**src/rtl/cc_frame_sequencer_pkg.sv**
```systemverilog
// Shared types and helpers for the frame sequencer slice.
// The sequencer state enum and a width helper that never returns zero.
package cc_frame_sequencer_pkg;

  typedef enum logic [1:0] {
    IDLE,
    START,
    WAIT
  } SeqState;

  // Index width for n items, at least one bit so single-stage builds still have a port.
  function automatic int clog2min1(input int n);
    return (n <= 2) ? 1 : $clog2(n);
  endfunction

endpackage

```
**src/rtl/cc_trigger_delay.sv**
```systemverilog
// Delays the frame trigger strobe by DELAY clock cycles.
// DELAY = 0 degenerates to a plain wire.
module cc_trigger_delay #(
  parameter int DELAY = 4
) (
  input  logic clk,
  input  logic rst,
  input  logic trigger,
  output logic delayed
);

  generate
    if (DELAY == 0) begin : g_pass
      assign delayed = trigger;
    end else begin : g_shift
      logic [DELAY-1:0] shift;

      always_ff @(posedge clk or negedge rst) begin
        if (!rst) begin
          shift <= '0;
        end else begin
          shift <= (shift << 1) | DELAY'(trigger);
        end
      end

      assign delayed = shift[DELAY-1];
    end
  endgenerate

endmodule

```
**src/rtl/cc_frame_sequencer.sv**
```systemverilog
// Frame sequencer: delays and decimates the sample-read strobe, then starts each
// downstream stage in turn, with drop accounting and a per-stage watchdog.
module cc_frame_sequencer
  import cc_frame_sequencer_pkg::*;
#(
  parameter int STAGES    = 3,
  parameter int DELAY     = 4,
  parameter int DECIM_W   = 4,
  parameter int TIMEOUT_W = 20,
  parameter int CNT_W     = 16,
  localparam int STAGE_W  = clog2min1(STAGES)
) (
  input  logic               clk,
  input  logic               rst,
  input  logic               trigger,
  input  logic               enable,
  input  logic [DECIM_W-1:0] decimate,
  input  logic [STAGES-1:0]  stageDone,
  input  logic               clearErr,
  output logic [STAGES-1:0]  stageStart,
  output logic               busy,
  output logic               frameDone,
  output logic [CNT_W-1:0]   dropCount,
  output logic               timeoutErr,
  output logic [STAGE_W-1:0] timeoutStage
);

  localparam logic [STAGE_W-1:0] LAST_STAGE = STAGE_W'(STAGES - 1);
  // The START cycle and the flag register stage are pre-counted, so the error
  // appears exactly 2^TIMEOUT_W-1 cycles after the stage start pulse.
  localparam logic [TIMEOUT_W-1:0] WD_PRELOAD = TIMEOUT_W'(2);

  logic d_trig;
  logic fire;
  logic drop;
  logic done_cur;
  logic frame_done_nxt;
  logic timeout_hit;

  logic [DECIM_W-1:0]   dec_cnt;
  logic [STAGE_W-1:0]   stage, stage_nxt;
  logic [TIMEOUT_W-1:0] wd, wd_nxt;
  logic [STAGES-1:0]    stage_mask;
  SeqState              state, state_nxt;

  cc_trigger_delay #(
    .DELAY(DELAY)
  ) u_delay (
    .clk     (clk),
    .rst     (rst),
    .trigger (trigger),
    .delayed (d_trig)
  );

  // A counter already past a freshly lowered decimate value fires on the next strobe.
  assign fire = d_trig && enable && (dec_cnt >= decimate);
  assign drop = fire && (state != IDLE);

  always_ff @(posedge clk or negedge rst) begin
    if (!rst) begin
      dec_cnt <= '0;
    end else if (!enable) begin
      dec_cnt <= '0;
    end else if (d_trig) begin
      dec_cnt <= fire ? '0 : dec_cnt + 1'b1;
    end
  end

  assign stage_mask = STAGES'(1) << stage;
  assign done_cur   = |(stageDone & stage_mask);

  always_ff @(posedge clk or negedge rst) begin
    if (!rst) begin
      state <= IDLE;
      stage <= '0;
      wd    <= '0;
    end else begin
      state <= state_nxt;
      stage <= stage_nxt;
      wd    <= wd_nxt;
    end
  end

  always_comb begin
    state_nxt      = state;
    stage_nxt      = stage;
    wd_nxt         = wd;
    frame_done_nxt = 1'b0;
    timeout_hit    = 1'b0;
    unique case (state)
      IDLE: begin
        if (fire) begin
          state_nxt = START;
          stage_nxt = '0;
        end
      end
      START: begin
        state_nxt = WAIT;
        wd_nxt    = WD_PRELOAD;
      end
      WAIT: begin
        // A completion arriving on the watchdog's last cycle still counts.
        if (done_cur) begin
          if (stage == LAST_STAGE) begin
            state_nxt      = IDLE;
            frame_done_nxt = 1'b1;
          end else begin
            state_nxt = START;
            stage_nxt = stage + 1'b1;
          end
        end else if (wd == '1) begin
          state_nxt   = IDLE;
          timeout_hit = 1'b1;
        end else begin
          wd_nxt = wd + 1'b1;
        end
      end
      default: begin
        state_nxt = IDLE;
      end
    endcase
  end

  always_ff @(posedge clk or negedge rst) begin
    if (!rst) begin
      stageStart <= '0;
      busy       <= 1'b0;
      frameDone  <= 1'b0;
    end else begin
      stageStart <= (state_nxt == START) ? (STAGES'(1) << stage_nxt) : '0;
      busy       <= (state_nxt != IDLE);
      frameDone  <= frame_done_nxt;
    end
  end

  // A clear wins over a drop or timeout landing in the same cycle; that event is lost.
  always_ff @(posedge clk or negedge rst) begin
    if (!rst) begin
      dropCount    <= '0;
      timeoutErr   <= 1'b0;
      timeoutStage <= '0;
    end else if (clearErr) begin
      dropCount    <= '0;
      timeoutErr   <= 1'b0;
      timeoutStage <= '0;
    end else begin
      if (drop && (dropCount != '1)) begin
        dropCount <= dropCount + 1'b1;
      end
      if (timeout_hit) begin
        timeoutErr   <= 1'b1;
        timeoutStage <= stage;
      end
    end
  end

endmodule

```
**config.mk**
```make
export PLATFORM = sky130hd
export DESIGN_NAME = cc_frame_sequencer
export DESIGN_NICKNAME = d
export VERILOG_FILES = /design/src/rtl/cc_frame_sequencer_pkg.sv /design/src/rtl/cc_trigger_delay.sv /design/src/rtl/cc_frame_sequencer.sv
export SDC_FILE = /design/constraint.sdc
export NUM_CORES = 1
export LEC_CHECK = 0
export CORE_MARGIN = 1
export CORE_UTILIZATION = 56
export DETAILED_ROUTE_END_ITERATION = 6
export GPL_ROUTABILITY_DRIVEN = 0
export PLACE_DENSITY = 0.8
export SYNTH_ARGS = -nofsm -noshare
export SYNTH_HDL_FRONTEND = slang
export SYNTH_SLANG_ARGS = --single-unit
```
**constraint.sdc**
```tcl
create_clock -name clk -period 2.6 [get_ports clk]
set_input_delay 0.52 -clock clk [delete_from_list [all_inputs] [get_ports clk]]
set_output_delay 0.52 -clock clk [all_outputs]
set_load 0.01 [all_outputs]
```
==> impl_metrics.yaml <==
status:
  outcome: "completed"
layout:
  nFillCells: 422
  drive_gt1_frac: 0.1014
  fin_util: 0.7059
  final_cell_area_sq_mm: 0.003628
  num_antenna_cells: 0
  syn2layout_area_growth_pct: 21.14
  nets: 376
clocking:
  cts.clk_slew.worst_paths_ns: 0.10
  cts_buffers: 5
  clock_path_buffers: 2
  ctsRootBufferMaster: "clkbuf_8"
  cts.htree.levels: 2
  cts_tree: "yes"
  cts_setup_buffers: 0
  clk_latency_ns: 0.31
  clkSinkCount: 56
pwr:
  irDropWorstVdd_mv: 0.4685
  powerDensity_mw_per_mm2: 661.2
  cellLeakagePower_nw: 1.493
global_route:
  overflow: 0
  grt_pass1_wl_um: 10360
  grt_max_degree: 30
  grt_antenna_before_repair: 0
  grtUsageTotal: 0.2405
  grt_pass1_vias: 2254
floorplanning:
  coreArea_sq_mm: 0.005140
  fp-row-count: 26
  io_pins: 36
  die_x_um: 75.14
  die-area_sq_mm: 0.005645
  initial_core_util: 0.5828
  dieHeight_um: 75.14
route:
  wirelength_um: 6364
  firstDrtPassIters: 4
  wire_per_inst_um: 14.97
  drc: 0
  viasPerCell: 6.007
  initialDrtViolationCount: 146
  drtAntennaViolNets: 0
  dr_total_vias: 2553
worst_setup_path:
  cp_slowest_stage_delay_ns: 0.53
  critPathRequiredTime_ns: 2.84
  cp_top_family: "simple AND/OR/NAND/NOR gates"
  worst-path-buf-inv: 4
  cp-start-kind: "input port"
  path_class: "input port to flop"
  cp-end-kind: "flop"
  cp_cell_sequence: "clkdlybuf4s50_1 -> inv_1 -> ha_1 -> o21a_1 -> nor2_1 -> or3_4 -> buf_12 -> buf_12 -> or4_1 -> a21oi_2"
  crit_arrival_ns: 2.74
  path_max_fanout: 18
  crit_top_cell: "buf_12"
  critPathSlowestCell: "or4_1"
placed_design:
  port_buffers: 35
  placed_cell_area_sq_mm: 0.003490
  pre_cts_ws_ns: -0.2376
  dp_hpwl_um: 4661
sta:
  clock_skew_ns: 0.009468
  setup_ws_ns: 0.09540
  tightestPinTransition_ns: 0.6593
  finalCritPeriodShare: 0.9633
  fin_setup_tns_ns: 0
  min_period_ns: 2.505
  slew_headroom: 0.5605
  hold_viol_final: 0
  rsz0062_at_grt: "false"
  finalSetupViolCount: 0
  final-max-slew-violation-count: 0
  clock.fmax_ghz: 0.3993
synthesis:
  yosysSeqAreaShare: 0.4678
  synthArstFlopShare: 1.000
  netlist_area_sq_mm: 0.002995
  synthCells: 313
  avgSynthCellArea_sq_um: 9.570
  synth_flop_cell: "dfrtp_1"
  yosysWarningCount: 0
  synth_edf_count: 0
  ys_types: 43
  synth_nets: 335
  synth.ff_latch_count: 56
run:
  cap_violations: 0
worst_hold_path:
  min_path_type: "input port to asynchronous set/reset pin"
## cell type report
type / count / area [sq um] / share of cell area
inverters: 12 / 45.04 / 0.01241
repair buffers: 50 / 483.0 / 0.1331
multi-input cells: 229 / 1485 / 0.4093
clock inverters: 1 / 30.03 / 0.008276
flip-flops and latches: 56 / 1401 / 0.3862
well taps: 70 / 87.58 / 0.02414
clock buffers: 7 / 96.34 / 0.02655
## cells in the mapped netlist (2+ instances only)
| cell type | count | area (sq um) |
|---|---|---|
| or3_1 | 8 | 50.05 |
| nand4_1 | 13 | 81.33 |
| ha_1 | 10 | 125.1 |
| nor4_1 | 3 | 18.77 |
| o31ai_1 | 19 | 142.6 |
| and3_1 | 3 | 18.77 |
| o21ai_0 | 12 | 60.06 |
| a221o_1 | 2 | 20.02 |
| inv_1 | 12 | 45.04 |
| buf_2 | 9 | 45.04 |
| a31oi_1 | 2 | 12.51 |
| o21bai_1 | 2 | 15.01 |
| and2_1 | 4 | 25.02 |
| nor2b_1 | 6 | 37.54 |
| nand2b_1 | 3 | 18.77 |
| nor3_1 | 3 | 15.01 |
| mux2_2 | 4 | 45.04 |
| o21a_1 | 2 | 15.01 |
| mux2i_1 | 5 | 50.05 |
| or4_1 | 19 | 142.6 |
| a21oi_1 | 29 | 145.1 |
| dfrtp_1 | 56 | 1401 |
| nor3b_1 | 3 | 22.52 |
| nand2_1 | 27 | 101.4 |
| nor2_1 | 19 | 71.32 |
| clkbuf_1 | 5 | 18.77 |
| and4_1 | 5 | 43.79 |
| nand3_1 | 13 | 65.06 |
## layout by cell type (no fill, tap or decap), types with 4 or more instances in the layout
cell type,n
dfrtp_1,56
clkdlybuf4s50_1,34
nand2_1,27
a21oi_1,27
nor2_1,19
o31ai_1,19
or4_1,19
nand3_1,13
nand4_1,13
buf_4,13
inv_1,12
o21ai_0,12
ha_1,10
or3_1,7
clkbuf_8,7
nor2b_1,6
and4_1,5
mux2i_1,5
and2_1,4
mux2_2,4
## power breakdown
part           total, W  switching [W]  leakage [nW]  internal [W]
clock          0.000615       0.000274        0.0645      0.000340
sequential      0.00108       0.000112         0.758      0.000968
combinational  0.000705       0.000409         0.670      0.000296
total           0.00240       0.000795          1.49       0.00160
## registers in the layout, indices dropped and copies added (netlist names), 2 cells and up
name / cells
wd: 20
dropCount: 16
dec_cnt: 4
u_delay.g_shift.shift: 4
stageStart: 3
stage: 2
state: 2
timeoutStage: 2
## through the flow
| step | instances | hold slack, ns | total power [W] |
|---|---|---|---|
| final | 425 | 0.2319 | 0.002399 |
| after global routing | 425 | 0.2801 | 0.002530 |
| after CTS | 425 | 0.2537 | 0.002407 |
| after detailed placement | 417 | 0.3370 | 0.001791 |
| after global placement | 417 | 0.3382 | 0.001766 |
| after floorplan | 313 | 0.2244 | 0.001555 |
## cell families (layout without fill, tap and decap cells)
kind of cell / Yosys count / in the layout / share of synthesized area
AND/OR/NAND/NOR: 133 / 133 / 0.2498
adder cells (fa/ha/maj): 10 / 10 / 0.04177
multiplexers: 9 / 9 / 0.03175
XOR/XNOR: 2 / 2 / 0.005849
buffers and inverters: 28 / 70 / 0.04052
flip-flops: 56 / 56 / 0.4678
AO/OA/AOI/OAI: 75 / 75 / 0.1625
## final timing paths
path | slack [ns] | cells after the start | start | to
max reg2reg | 0.19 | 8 | stage[0]$_DFF_PN0_ | wd[17]$_DFFE_PN0P_
min | 0.23 | 1 | rst | dropCount[6]$_DFFE_PN0P_
max in group asynchronous | 1.70 | 2 | rst | dec_cnt[1]$_DFFE_PN0P_
min in group clk | 0.36 | 0 | u_delay.g_shift.shift[0]$_DFF_PN0_ | u_delay.g_shift.shift[1]$_DFF_PN0_
min reg2reg | 0.36 | 0 | u_delay.g_shift.shift[0]$_DFF_PN0_ | u_delay.g_shift.shift[1]$_DFF_PN0_
max | 0.1 | 10 | decimate[3] | dropCount[12]$_DFFE_PN0P_
## layer usage
| layer | vias to the layer above | wire length (um) | track usage |
|---|---|---|---|
| met5 | - | 0 | 0 |
| met4 | 0 | 27 | 0.05967 |
| met3 | 5 | 224 | 0.04418 |
| met2 | 49 | 3019 | 0.3914 |
| met1 | 1245 | 3093 | 0.3359 |
| li1 | 1254 | - | - |
## timing repair
action / CTS / global route
resized for setup: 0 / 3
endpoints found under the setup margin: 0 / 2
hold buffers: 0 / 0
(Power assumes the default switching activity.)
